===== config.mk =====
export PLATFORM = sky130hd
export DESIGN_NAME = memory_phase_flat
export DESIGN_NICKNAME = d
export VERILOG_FILES = /design/src/rtl/rv_pkg.sv /design/src/rtl/memory_phase_if.sv /design/src/rtl/load_store_align.sv /design/src/rtl/memory_phase.sv /design/src/flat_wrapper.sv
export SDC_FILE = /design/constraint.sdc
export NUM_CORES = 1
export LEC_CHECK = 0
export ABC_CLOCK_PERIOD_IN_PS = 2700
export CORE_ASPECT_RATIO = 1.1
export CORE_MARGIN = 5
export CORE_UTILIZATION = 47
export CTS_BUF_LIST = sky130_fd_sc_hd__clkbuf_16
export DETAILED_ROUTE_END_ITERATION = 10
export GPL_ROUTABILITY_DRIVEN = 1
export PLACE_DENSITY = 0.81
export SLEW_MARGIN = 25
export SYNTH_ARGS = -nofsm -noshare
export SYNTH_HDL_FRONTEND = slang
export SYNTH_SLANG_ARGS = --single-unit

===== constraint.sdc =====
create_clock -name clk -period 2.7 [get_ports clk]
set_input_delay 0.27 -clock clk [delete_from_list [all_inputs] [get_ports clk]]
set_output_delay 0.27 -clock clk [all_outputs]
set_load 0.005 [all_outputs]

===== src/rtl/rv_pkg.sv =====
// Shared definitions for the memory stage: memory-op encodings, FSM state
// encodings, fault codes and small decode helpers.
package rv_pkg;

  typedef enum logic [3:0] {
    MEM_NONE = 4'd0,
    MEM_LB   = 4'd1,
    MEM_LH   = 4'd2,
    MEM_LW   = 4'd3,
    MEM_LBU  = 4'd4,
    MEM_LHU  = 4'd5,
    MEM_SB   = 4'd6,
    MEM_SH   = 4'd7,
    MEM_SW   = 4'd8
  } mem_op_e;

  typedef enum logic [1:0] {
    ST_IDLE     = 2'd0,
    ST_WAIT_ACK = 2'd1,
    ST_COMPLETE = 2'd2
  } state_e;

  typedef enum logic [1:0] {
    FAULT_NONE     = 2'b00,
    FAULT_MISALIGN = 2'b01,
    FAULT_TIMEOUT  = 2'b10
  } fault_e;

  // Encodings above 8 are reserved and behave as "no memory op".
  function automatic mem_op_e decode_op(input logic [3:0] raw);
    decode_op = (raw <= 4'd8) ? mem_op_e'(raw) : MEM_NONE;
  endfunction

  function automatic logic is_store(input mem_op_e op);
    is_store = (op == MEM_SB) || (op == MEM_SH) || (op == MEM_SW);
  endfunction

  function automatic logic is_misaligned(input mem_op_e op, input logic [1:0] a);
    case (op)
      MEM_LH, MEM_LHU, MEM_SH: is_misaligned = a[0];
      MEM_LW, MEM_SW:          is_misaligned = (a != 2'b00);
      default:                 is_misaligned = 1'b0;
    endcase
  endfunction

endpackage


===== src/rtl/memory_phase_if.sv =====
// Data-memory bus between the memory stage (master) and the data memory
// (slave).
//   dmem_req_o    request, held until ack
//   dmem_we_o     write strobe
//   dmem_be_o     byte enables
//   dmem_addr_o   word-aligned address
//   dmem_wdata_o  lane-replicated store data
//   dmem_rdata_i  read data, valid with ack
//   dmem_ack_i    completes the request
interface memory_phase_if;
  logic        dmem_req_o;
  logic        dmem_we_o;
  logic [3:0]  dmem_be_o;
  logic [31:0] dmem_addr_o;
  logic [31:0] dmem_wdata_o;
  logic [31:0] dmem_rdata_i;
  logic        dmem_ack_i;

  modport master (
    output dmem_req_o, dmem_we_o, dmem_be_o, dmem_addr_o, dmem_wdata_o,
    input  dmem_rdata_i, dmem_ack_i
  );

  modport slave (
    input  dmem_req_o, dmem_we_o, dmem_be_o, dmem_addr_o, dmem_wdata_o,
    output dmem_rdata_i, dmem_ack_i
  );
endinterface


===== src/rtl/load_store_align.sv =====
// Combinational lane handling for loads and stores.
//   op            memory operation
//   addr          byte address
//   store_data    raw store value (rs2)
//   rdata         raw word from memory
//   be            byte enables for the access
//   addr_aligned  address with the low two bits cleared
//   wdata         store data replicated across lanes
//   load_data     selected lane, sign- or zero-extended
module load_store_align
  import rv_pkg::*;
(
  input  mem_op_e     op,
  input  logic [31:0] addr,
  input  logic [31:0] store_data,
  input  logic [31:0] rdata,
  output logic [3:0]  be,
  output logic [31:0] addr_aligned,
  output logic [31:0] wdata,
  output logic [31:0] load_data
);

  logic [7:0]  lane_b;
  logic [15:0] lane_h;

  assign addr_aligned = {addr[31:2], 2'b00};
  assign lane_b       = rdata[{addr[1:0], 3'b000} +: 8];
  assign lane_h       = rdata[{addr[1], 4'b0000} +: 16];

  always_comb begin
    be        = '0;
    wdata     = '0;
    load_data = '0;

    case (op)
      MEM_LB, MEM_LBU, MEM_SB: be = 4'b0001 << addr[1:0];
      MEM_LH, MEM_LHU, MEM_SH: be = 4'b0011 << {addr[1], 1'b0};
      MEM_LW, MEM_SW:          be = 4'b1111;
      default:                 be = '0;
    endcase

    case (op)
      MEM_SB:  wdata = {4{store_data[7:0]}};
      MEM_SH:  wdata = {2{store_data[15:0]}};
      MEM_SW:  wdata = store_data;
      default: wdata = '0;
    endcase

    case (op)
      MEM_LB:  load_data = {{24{lane_b[7]}}, lane_b};
      MEM_LBU: load_data = {24'd0, lane_b};
      MEM_LH:  load_data = {{16{lane_h[15]}}, lane_h};
      MEM_LHU: load_data = {16'd0, lane_h};
      MEM_LW:  load_data = rdata;
      default: load_data = '0;
    endcase
  end

endmodule


===== src/rtl/memory_phase.sv =====
// Pipeline memory stage: passes ALU results through, performs loads/stores
// over the data-memory bus, and flags misaligned accesses and bus timeouts.
//   clk, reset_n       clock, synchronous active-low reset
//   valid_i .. reg_write_i  instruction from EX
//   dmem               data-memory bus (master side)
//   stall_o            freezes IF/ID/EX while a bus access is outstanding
//   ex_mem_o           ALU result of the instruction held in this stage
//   mem_wb_o, rd_o, reg_write_o, valid_o  writeback
//   fault_o            one-cycle pulse: 01 misaligned, 10 bus timeout
module memory_phase
  import rv_pkg::*;
#(
  parameter int unsigned ACK_TIMEOUT = 255
) (
  input  logic                 clk,
  input  logic                 reset_n,
  input  logic                 valid_i,
  input  logic [31:0]          alu_res_i,
  input  logic [31:0]          store_data_i,
  input  logic [3:0]           mem_op_i,
  input  logic [4:0]           rd_i,
  input  logic                 reg_write_i,
  memory_phase_if.master       dmem,
  output logic                 stall_o,
  output logic [31:0]          ex_mem_o,
  output logic [31:0]          mem_wb_o,
  output logic [4:0]           rd_o,
  output logic                 reg_write_o,
  output logic                 valid_o,
  output logic [1:0]           fault_o
);

  // Counter only needs to reach ACK_TIMEOUT-1.
  localparam int unsigned CW = (ACK_TIMEOUT < 2) ? 1 : $clog2(ACK_TIMEOUT);
  localparam logic [CW-1:0] CNT_LAST = CW'(ACK_TIMEOUT - 1);

  state_e        state_q, state_d;
  mem_op_e       op_q, op_d, op_in;
  logic [31:0]   addr_q, addr_d;
  logic [31:0]   data_q, data_d;
  logic [4:0]    hold_rd_q, hold_rd_d;
  logic          hold_rw_q, hold_rw_d;
  logic [CW-1:0] cnt_q, cnt_d;
  logic [31:0]   ex_mem_q, ex_mem_d;

  logic          valid_q, valid_d;
  logic [31:0]   wb_q, wb_d;
  logic [4:0]    rd_out_q, rd_out_d;
  logic          rw_out_q, rw_out_d;
  fault_e        fault_q, fault_d;

  logic          req;
  logic [3:0]    be_w;
  logic [31:0]   addr_w, wdata_w, load_w;

  load_store_align u_align (
    .op           (op_q),
    .addr         (addr_q),
    .store_data   (data_q),
    .rdata        (dmem.dmem_rdata_i),
    .be           (be_w),
    .addr_aligned (addr_w),
    .wdata        (wdata_w),
    .load_data    (load_w)
  );

  assign op_in = decode_op(mem_op_i);
  assign req   = (state_q == ST_WAIT_ACK);

  always_ff @(posedge clk) begin
    if (!reset_n) begin
      state_q   <= ST_IDLE;
      op_q      <= MEM_NONE;
      addr_q    <= '0;
      data_q    <= '0;
      hold_rd_q <= '0;
      hold_rw_q <= 1'b0;
      cnt_q     <= '0;
      ex_mem_q  <= '0;
      valid_q   <= 1'b0;
      wb_q      <= '0;
      rd_out_q  <= '0;
      rw_out_q  <= 1'b0;
      fault_q   <= FAULT_NONE;
    end else begin
      state_q   <= state_d;
      op_q      <= op_d;
      addr_q    <= addr_d;
      data_q    <= data_d;
      hold_rd_q <= hold_rd_d;
      hold_rw_q <= hold_rw_d;
      cnt_q     <= cnt_d;
      ex_mem_q  <= ex_mem_d;
      valid_q   <= valid_d;
      wb_q      <= wb_d;
      rd_out_q  <= rd_out_d;
      rw_out_q  <= rw_out_d;
      fault_q   <= fault_d;
    end
  end

  always_comb begin
    state_d   = state_q;
    op_d      = op_q;
    addr_d    = addr_q;
    data_d    = data_q;
    hold_rd_d = hold_rd_q;
    hold_rw_d = hold_rw_q;
    cnt_d     = cnt_q;
    ex_mem_d  = ex_mem_q;
    valid_d   = 1'b0;
    wb_d      = wb_q;
    rd_out_d  = rd_out_q;
    rw_out_d  = 1'b0;
    fault_d   = FAULT_NONE;

    case (state_q)
      ST_WAIT_ACK: begin
        // Ack is checked first so it wins over a simultaneous timeout.
        if (dmem.dmem_ack_i) begin
          state_d  = ST_COMPLETE;
          valid_d  = 1'b1;
          wb_d     = load_w;
          rd_out_d = hold_rd_q;
          rw_out_d = hold_rw_q & ~is_store(op_q);
        end else if (cnt_q == CNT_LAST) begin
          state_d  = ST_IDLE;
          valid_d  = 1'b1;
          rd_out_d = hold_rd_q;
          fault_d  = FAULT_TIMEOUT;
        end else begin
          cnt_d = cnt_q + 1'b1;
        end
      end

      default: begin
        // COMPLETE has stall low, so upstream advances this cycle; it must
        // accept a new instruction just like IDLE or that instruction is lost.
        state_d = ST_IDLE;
        if (valid_i) begin
          ex_mem_d  = alu_res_i;
          hold_rd_d = rd_i;
          hold_rw_d = reg_write_i;
          if (op_in == MEM_NONE) begin
            valid_d  = 1'b1;
            wb_d     = alu_res_i;
            rd_out_d = rd_i;
            rw_out_d = reg_write_i;
          end else if (is_misaligned(op_in, alu_res_i[1:0])) begin
            valid_d  = 1'b1;
            wb_d     = alu_res_i;
            rd_out_d = rd_i;
            fault_d  = FAULT_MISALIGN;
          end else begin
            state_d = ST_WAIT_ACK;
            op_d    = op_in;
            addr_d  = alu_res_i;
            data_d  = store_data_i;
            cnt_d   = '0;
          end
        end
      end
    endcase
  end

  assign dmem.dmem_req_o   = req;
  assign dmem.dmem_we_o    = req & is_store(op_q);
  assign dmem.dmem_be_o    = req ? be_w    : '0;
  assign dmem.dmem_addr_o  = req ? addr_w  : '0;
  assign dmem.dmem_wdata_o = req ? wdata_w : '0;

  assign stall_o     = req;
  assign ex_mem_o    = ex_mem_q;
  assign mem_wb_o    = wb_q;
  assign rd_o        = rd_out_q;
  assign reg_write_o = valid_q & rw_out_q;
  assign valid_o     = valid_q;
  assign fault_o     = fault_q;

endmodule


===== src/flat_wrapper.sv =====
// flat-port wrapper written by rule: the top's interface ports become plain ports
module memory_phase_flat import rv_pkg::*;
#(
  parameter int unsigned ACK_TIMEOUT = 255
)
  (clk, reset_n, valid_i, alu_res_i, store_data_i, mem_op_i, rd_i, reg_write_i, stall_o, ex_mem_o, mem_wb_o, rd_o, reg_write_o, valid_o, fault_o, dmem_dmem_req_o, dmem_dmem_we_o, dmem_dmem_be_o, dmem_dmem_addr_o, dmem_dmem_wdata_o, dmem_dmem_rdata_i, dmem_dmem_ack_i);
  memory_phase_if dmem_i ();
  input  logic clk;
  input  logic reset_n;
  input  logic valid_i;
  input  logic [31:0] alu_res_i;
  input  logic [31:0] store_data_i;
  input  logic [3:0] mem_op_i;
  input  logic [4:0] rd_i;
  input  logic reg_write_i;
  output logic stall_o;
  output logic [31:0] ex_mem_o;
  output logic [31:0] mem_wb_o;
  output logic [4:0] rd_o;
  output logic reg_write_o;
  output logic valid_o;
  output logic [1:0] fault_o;
  output wire logic [$bits(dmem_i.dmem_req_o)-1:0] dmem_dmem_req_o;
  output wire logic [$bits(dmem_i.dmem_we_o)-1:0] dmem_dmem_we_o;
  output wire logic [$bits(dmem_i.dmem_be_o)-1:0] dmem_dmem_be_o;
  output wire logic [$bits(dmem_i.dmem_addr_o)-1:0] dmem_dmem_addr_o;
  output wire logic [$bits(dmem_i.dmem_wdata_o)-1:0] dmem_dmem_wdata_o;
  input wire logic [$bits(dmem_i.dmem_rdata_i)-1:0] dmem_dmem_rdata_i;
  input wire logic [$bits(dmem_i.dmem_ack_i)-1:0] dmem_dmem_ack_i;
  assign dmem_dmem_req_o = dmem_i.dmem_req_o;
  assign dmem_dmem_we_o = dmem_i.dmem_we_o;
  assign dmem_dmem_be_o = dmem_i.dmem_be_o;
  assign dmem_dmem_addr_o = dmem_i.dmem_addr_o;
  assign dmem_dmem_wdata_o = dmem_i.dmem_wdata_o;
  assign dmem_i.dmem_rdata_i = dmem_dmem_rdata_i;
  assign dmem_i.dmem_ack_i = dmem_dmem_ack_i;
  memory_phase #(.ACK_TIMEOUT(ACK_TIMEOUT)) u_core (.clk(clk), .reset_n(reset_n), .valid_i(valid_i), .alu_res_i(alu_res_i), .store_data_i(store_data_i), .mem_op_i(mem_op_i), .rd_i(rd_i), .reg_write_i(reg_write_i), .dmem(dmem_i), .stall_o(stall_o), .ex_mem_o(ex_mem_o), .mem_wb_o(mem_wb_o), .rd_o(rd_o), .reg_write_o(reg_write_o), .valid_o(valid_o), .fault_o(fault_o));
endmodule

==> results of run 1 <==
## stage by stage
| stage | TNS (ns) | util (%) | setup WS [ns] | power [mW] |
|---|---|---|---|---|
| 2_1_floorplan | 0 | - | 0.5811 | 3.120 |
| 3_3_place_gp | 0 | 64.37 | 0.04260 | 3.651 |
| 3_5_place_dp | 0 | 64.37 | 0.02465 | 3.676 |
| 4_1_cts | 0 | 68.38 | 0.007488 | 6.171 |
| 5_1_grt | -0.3315 | 68.93 | -0.02823 | 6.357 |
| 6_report | 0 | 68.93 | 0.04563 | 6.153 |
## worst max-delay path, cell delays in order, from the launching register on
cell             delay [ns]
dfxtp_1                0.30
nand2b_2               0.18
buf_6                  0.23
inv_1                  0.16
buf_4                  0.34
and2_1                 0.20
clkdlybuf4s50_1        0.52
## report_power, final
part,switching [mW],internal [mW]
clock,1.04,1.47
sequential,0.0940,2.47
combinational,0.514,0.570
## cells in the mapped netlist, types with 3 or more instances
| master | count | area share (%) |
|---|---|---|
| buf_6 | 3 | 0.43 |
| xor2_1 | 4 | 0.45 |
| a32oi_1 | 11 | 1.2 |
| o311a_1 | 8 | 1.0 |
| and3_1 | 3 | 0.24 |
| o31a_1 | 18 | 2.0 |
| mux2_2 | 9 | 1.3 |
| mux2i_1 | 75 | 9.6 |
| o31ai_1 | 6 | 0.58 |
| o2bb2ai_1 | 4 | 0.45 |
| buf_4 | 10 | 0.96 |
| buf_1 | 11 | 0.53 |
| buf_2 | 10 | 0.64 |
| o41ai_2 | 3 | 0.62 |
| o2111ai_1 | 7 | 0.78 |
| nand3_1 | 5 | 0.32 |
| dfxtp_1 | 157 | 40 |
| inv_1 | 14 | 0.67 |
| nand2b_1 | 5 | 0.40 |
| nand4_1 | 4 | 0.32 |
| a221oi_1 | 3 | 0.34 |
| nor2_1 | 91 | 4.4 |
| or3_1 | 6 | 0.48 |
| a21oi_1 | 93 | 6.0 |
| a22oi_1 | 8 | 0.77 |
| mux4_2 | 8 | 2.3 |
| a221o_1 | 3 | 0.38 |
| and2_1 | 49 | 3.9 |
| nand2_1 | 158 | 7.6 |
| a31oi_1 | 3 | 0.24 |
| nor2b_1 | 5 | 0.40 |
| o21ai_0 | 5 | 0.32 |
| o221a_2 | 17 | 2.4 |
| o211ai_1 | 9 | 0.86 |
| clkbuf_1 | 51 | 2.4 |
| nor3_1 | 7 | 0.45 |
## final cells by class
type | instances | area (µm²) | share of cell area [%]
clock buffers | 17 | 425.4 | 3.770
repair buffers | 298 | 2934 | 26.00
diodes | 1 | 2.502 | 0.02218
clock inverters | 15 | 187.7 | 1.663
well taps | 204 | 255.2 | 2.262
flip-flops and latches | 157 | 3146 | 27.88
multi-input cells | 661 | 4278 | 37.91
inverters | 14 | 55.05 | 0.4879
## per-layer routing
metal	vias up	part of all wire [%]
li1	3693	-
met1	3820	40
met2	399	48
met3	59	8.1
met4	0	3.4
met5	-	0
## registers in the layout, summed over array words and instances, names as in the netlist
name              count
u_core.valid_o        1
u_core.ex_mem_o      32
u_core.rd_o           5
u_core.data_q        32
u_core.state_q        2
u_core.hold_rd_q      5
u_core.cnt_q          8
u_core.hold_rw_q      1
u_core.fault_o        2
u_core.rw_out_q       1
u_core.op_q           4
u_core.addr_q        32
u_core.mem_wb_o      32
## path summary, 6_finish.rpt
path | from | to | cells after the start
max | u_core.state_q[1]$_SDFFE_PN0P_ | dmem_dmem_addr_o[12] | 6
min reg2reg | u_core.ex_mem_o[20]$_SDFFE_PN0P_ | u_core.ex_mem_o[20]$_SDFFE_PN0P_ | 2
max reg2reg | u_core.state_q[1]$_SDFFE_PN0P_ | u_core.mem_wb_o[21]$_SDFFE_PN0P_ | 8
min | reset_n | u_core.addr_q[1]$_SDFFE_PN0P_ | 3
## repair_timing
item                                    CTS  global route
gates cloned                              1             1
resized for setup                         8            24
pin swaps                                 0             2
buffers inserted                          3             2
endpoints found under the setup margin   17            26
## cell families after synthesis
logic type,count (synthesis)
compound gates,214
xor+xnor,5
fa+ha+maj,2
buf+inv,99
flops,157
mux,92
other cells,1
simple gates,346
==> metrics.md, run 1 <==
| Metric | Value |
|---|---|
| Die Area | `19310 µm²` |
| Die X | `133.0 µm` |
| Crit path kind | `reg2out` |
| Sequential area share after synthesis | `40.21%` |
| Core area | `16370 µm²` |
| CP Max Fanout | `48` |
| Top_reg_cell synth | `dfxtp_1` |
| Clock insertion delay at the later pin of the skew report | `between 0.4 and 0.5 ns` |
| DR vias | `around 8k` |
| Final HPWL DP | `19490 µm` |
| Post-synthesis async set-or-reset flop share | `0%` |
| Vias in the first global route | `7841` |
| Simple-gate share of the synthesized area | `about a fifth` |
| Root Driver | `clkbuf_16` |
| Max_slew headroom | `46.62%` |
| Most frequent cells in the layout | `232 x clkdlybuf4s50_1, 157 x nand2_1, 155 x dfxtp_1` |
| Clock sink total | `157` |
| Drt wl/cell | `~20 µm` |
| Cells after DPL | `approximately 1.3k` |
| Post-DP Area | `10540 µm²` |
| Min-Delay Path Class | `in2reg` |
| Via-to-Cell Ratio | `5.831` |
| GR Overflow Total | `0` |
| Final setup violation count | `0` |
| Hold_ws | `~0.34 ns` |
| M1 GR Usage | `34.29%` |
| Fin. Hold Viols | `0` |
| #FFs+latches synth | `157` |
| First-pass GRT wire length | `42910 µm` |
| Post-route DRC | `0` |
| Status | `complete, no violations` |
| Initial drt markers | `723` |
| H-tree levels | `4` |
| Worst path arrival time | `2.38 ns` |
| Initial antenna violation count | `1` |
| Warnings, synthesis | `0` |
| Maxcap violations | `0` |
| F_max | `0.3767 GHz` |
| Power per cell area | `545.3 nW/µm²` |
| Mapped cell area | `7816 µm²` |
| Actual slew at the worst max-slew pin | `0.8007 ns` |
| Lkg Pwr | `between 4 and 5 nW` |
| CP startpoint kind | `flip-flop` |
| Synth Area in Adders | `0.3202%` |
| Clk_skew | `0.008436 ns` |
| CTS tree | `done` |
| CTS buffer count | `17` |
| Largest net degree at the start of global routing | `between 40 and 50` |
| Drt pass-1 iters | `5` |
| Fillers | `1268` |
| Worst Path Required | `between 2 and 2.5 ns` |
| Max VDD drop | `0.0004499 V` |
| Commonest non-fill, non-tap cell in the layout | `clkdlybuf4s50_1` |
| Worst-path clk slew | `approximately 0.070 ns` |
| Synth unique cells | `59` |
| Mean Syn Cell Area | `8.533 µm²` |
| Crit end category | `output pin` |
| Number of synthesized flops with an enable pin | `0` |
| RSZ-0062 raised after global routing | `true` |
| Routed Antenna Nets | `0` |
| Post-synthesis mux area share | `13.21%` |
| Die H | `145.3 µm` |
| Share of cells above drive strength 1 | `between 10% and 20%` |
| Number of placed I/O pins | `between 200 and 300` |
| WL final | `around 28000 µm` |
| Complex-gate fraction of the synthesized area | `19.91%` |
| GP Congestion | `0.8638` |
| GR met3 Demand/Resource | `6.233%` |
| Final Cell Area | `roughly 11000 µm²` |
| Minimum clock period | `2.654 ns` |
| Period utilisation layout | `a little over nine tenths` |
| GRT busiest layer | `met2` |
| R2R Setup Slk | `around 0.10 ns` |
| Post-synthesis xor/xnor area fraction | `0.5603%` |
| Std-Cell Rows | `49` |
| GR Util All Layers | `27.34%` |
| Largest family of logic cells by synthesized area | `simple AND/OR/NAND/NOR gates` |
| Post-Syn Instances | `916` |
| Area grow syn2layout | `44.36%` |
| M2 GR Usage | `between 40% and 50%` |
| Clock Tree Buf Depth | `2` |
| CTS Hold Bufs | `0` |
| Finished Layout Cells | `around 1.4k` |
| Starting Density | `47.75%` |
| Max Transition Viols Final | `0` |
| Final #Nets | `~1.3k` |
| Port bufs | `between 200 and 300` |
Note: power is estimated with default switching activity, not from simulation.
==> inputs of run 2 (changes only) <==
SLEW_MARGIN = 20   (was 25)
==> results of run 2 <==
Final layout, timing and power as in run 1 (identical DEF).
==> inputs of run 3 (changes only) <==
ABC_CLOCK_PERIOD_IN_PS = 3250   (was 2700)
CORE_UTILIZATION = 48   (was 47)
HOLD_SLACK_MARGIN = 0.15   (was not set)
PLACE_DENSITY = 0.83   (was 0.81)
clock period = 3.25 ns   (was 2.7 ns; I/O delays follow)
==> run 3 against run 2 <==
Compared with the run above: clock power decreased by 20%; critical endpoint is now dmem_dmem_be_o[2]; largest cell class unchanged; largest power group unchanged; global-route usage down 0.53 points; register-to-register slack better by 0.49 ns; non-clock buffer count decreased by 22.
==> metrics.md, run 3 (synthesis results as in run 1) <==
| Metric | Value |
|---|---|
| Minimum clock period | `3.133 ns` |
| Fin. Hold Viols | `0` |
| Routed Antenna Nets | `0` |
| CTS tree | `done` |
| Die Area | `18940 µm²` |
| First-pass GRT wire length | `between 40000 and 50000 µm` |
| Sw Share | `27.17%` |
| Number of placed I/O pins | `between 200 and 300` |
| Levels on crit path | `5` |
| Slowest cell on the critical path | `or4b_2` |
| Fillers | `1296` |
| CP Max Fanout | `11` |
| Most frequent cells in the layout | `250 x clkdlybuf4s50_1, 157 x nand2_1, 155 x dfxtp_1` |
| CP startpoint kind | `flip-flop` |
| WL final | `around 27000 µm` |
| Clock sink total | `157` |
| Commonest non-fill, non-tap cell in the layout | `clkdlybuf4s50_1` |
| GR Util All Layers | `26.80%` |
| GR Overflow Total | `0` |
| Worst-path clk slew | `~0.070 ns` |
| Switching power total | `1.362 mW` |
| Critical-path cell list | `nor3_1 > or4b_2 > nor2b_1 > o21ba_2 > clkdlybuf4s50_1` |
| Drt pass-1 iters | `5` |
| Std-Cell Rows | `between 40 and 50` |
| Cells after DPL | `about 1.3k` |
| Clock Tree Buf Depth | `2` |
| Max Transition Viols Final | `0` |
| Share of cells above drive strength 1 | `9.912%` |
| Gate power share | `17.5%` |
| Number of diodes | `0` |
| Die X | `around 130 µm` |
| Die H | `143.8 µm` |
| Largest stage delay, worst path | `~0.67 ns` |
| Final #Nets | `1239` |
| Share of power burned in registers | `42.5%` |
| Maxcap violations | `0` |
| Area grow syn2layout | `40.79%` |
| F_max | `roughly 0.32 GHz` |
| Core area | `16190 µm²` |
| Initial drt markers | `783` |
| Final setup violation count | `0` |
| Hold_ws | `0.4544 ns` |
| R2r worst-path depth | `7` |
| Post-route DRC | `0` |
| Worst path arrival time | `between 2 and 3 ns` |
| Starting Density | `between 40% and 50%` |
| Worst Path Required | `2.92 ns` |
| Critical path buffers and inverters | `1` |
| Area occupied by registers | `3146 µm²` |
| DR vias | `7821` |
| Initial antenna violation count | `0` |
| Footprint of the multi-input gates | `about 4300 µm²` |
| Clk_skew | `0.008600 ns` |
| Lkg Pwr | `4.012 nW` |
| Min-Delay Path Class | `reg2reg` |
| Largest net degree at the start of global routing | `75` |
| Period utilisation layout | `between 90% and 100%` |
| Drt wl/cell | `approximately 20 µm` |
| Clock Power Share | `40.1%` |
| Max_slew headroom | `46.74%` |
| Clock insertion delay at the later pin of the skew report | `0.43 ns` |
| Finished Core Util | `67.99%` |
| Final setup TNS | `0 ns` |
| Crit end category | `output pin` |
| Finished Layout Cells | `1344` |
| Max VDD drop | `0.0003083 V` |
| Root Driver | `clkbuf_16` |
| Setup Buffers After CTS | `0` |
| CTS buffer count | `17` |
| Vias in the first global route | `7519` |
| Crit path kind | `reg2out` |
| Final HPWL DP | `approximately 19000 µm` |
| RSZ-0062 raised after global routing | `false` |
| Crit path max-delay family | `simple AND/OR/NAND/NOR gates` |
| Status | `complete, no violations` |
| Hold Path Depth | `2` |
| GP Congestion | `0.8804` |
| Actual slew at the worst max-slew pin | `between 0.7 and 0.8 ns` |
| H-tree levels | `4` |
| Via-to-Cell Ratio | `5.819` |
| Port bufs | `between 200 and 300` |
| Internal | `3.651 mW` |
| Power per cell area | `455.5 nW/µm²` |
[run 3: changes by cell type in the layout (fill, tap and decap cells not counted), moves of 2 or more]
cell	delta
dlymetal6s2s_1	-15
clkdlybuf4s50_1	+18
a21oi_1	+2
buf_4	-16
a21oi_2	-2
buf_6	-4
dlygate4sd2_1	-3
clkinv_2	+2
[run 3: cell type report]
type | instances | area share, %
sequential | 157 | 28.58
timing repair buffer | 276 | 24.60
tap | 204 | 2.320
clock buffer | 17 | 3.866
inverter | 14 | 0.5003
clock inverter | 15 | 1.478
multi-input combinational | 661 | 38.65
[run 3: final timing paths]
| check | start | end | slack (ns) |
|---|---|---|---|
| setup / recovery | u_core.op_q[1]$_SDFFE_PN0P_ | dmem_dmem_be_o[2] | 0.12 |
| hold / removal | u_core.ex_mem_o[27]$_SDFFE_PN0P_ | u_core.ex_mem_o[27]$_SDFFE_PN0P_ | 0.45 |
| setup reg to reg | u_core.state_q[1]$_SDFFE_PN0P_ | u_core.addr_q[6]$_SDFFE_PN0P_ | 0.59 |
| hold reg to reg | u_core.ex_mem_o[27]$_SDFFE_PN0P_ | u_core.ex_mem_o[27]$_SDFFE_PN0P_ | 0.45 |
[run 3: power groups by stage]
stage / clock (mW) / combinational, mW / sequential, mW
floorplan: 0 / 0.439 / 2.15
global route: 2.12 / 0.934 / 2.14
detailed placement: 0 / 0.866 / 2.17
global placement: 0 / 0.850 / 2.17
CTS: 2.02 / 0.871 / 2.13
finish: 2.01 / 0.875 / 2.13
[run 3: worst reg2reg max path: cells and delay by family, from the launching register on]
kind / cells / cell delay [ns]
AOI/OAI and AO/OA: 1 / 0.40
buffers and inverters: 2 / 0.81
DFF: 1 / 0.30
muxes: 1 / 0.30
and+or+nand+nor: 3 / 0.69
[run 3: repair_timing]
item / CTS / global route
gates resized for setup: 0 / 3
endpoints found under the setup margin: 0 / 2
hold buffers: 0 / 0
[run 3: metrics by stage]
step,worst slack (ns),power (mW),area [µm²]
after floorplan,1.131,2.592,7820
after global placement,0.3781,3.015,10410
after detailed placement,0.3284,3.034,10410
after CTS,0.05776,5.023,11000
after global routing,0.03574,5.198,11000
final,0.1167,5.013,11000
[run 3: routing by layer]
layer / GRT usage, % / wire length (µm) / up-vias
met2: 43.88 / 12320 / 430
met4: 11.32 / 1126 / 0
met5: 0 / 0 / -
met1: 33.14 / 10550 / 3674
met3: 8.018 / 2662 / 78
li1: - / - / 3639
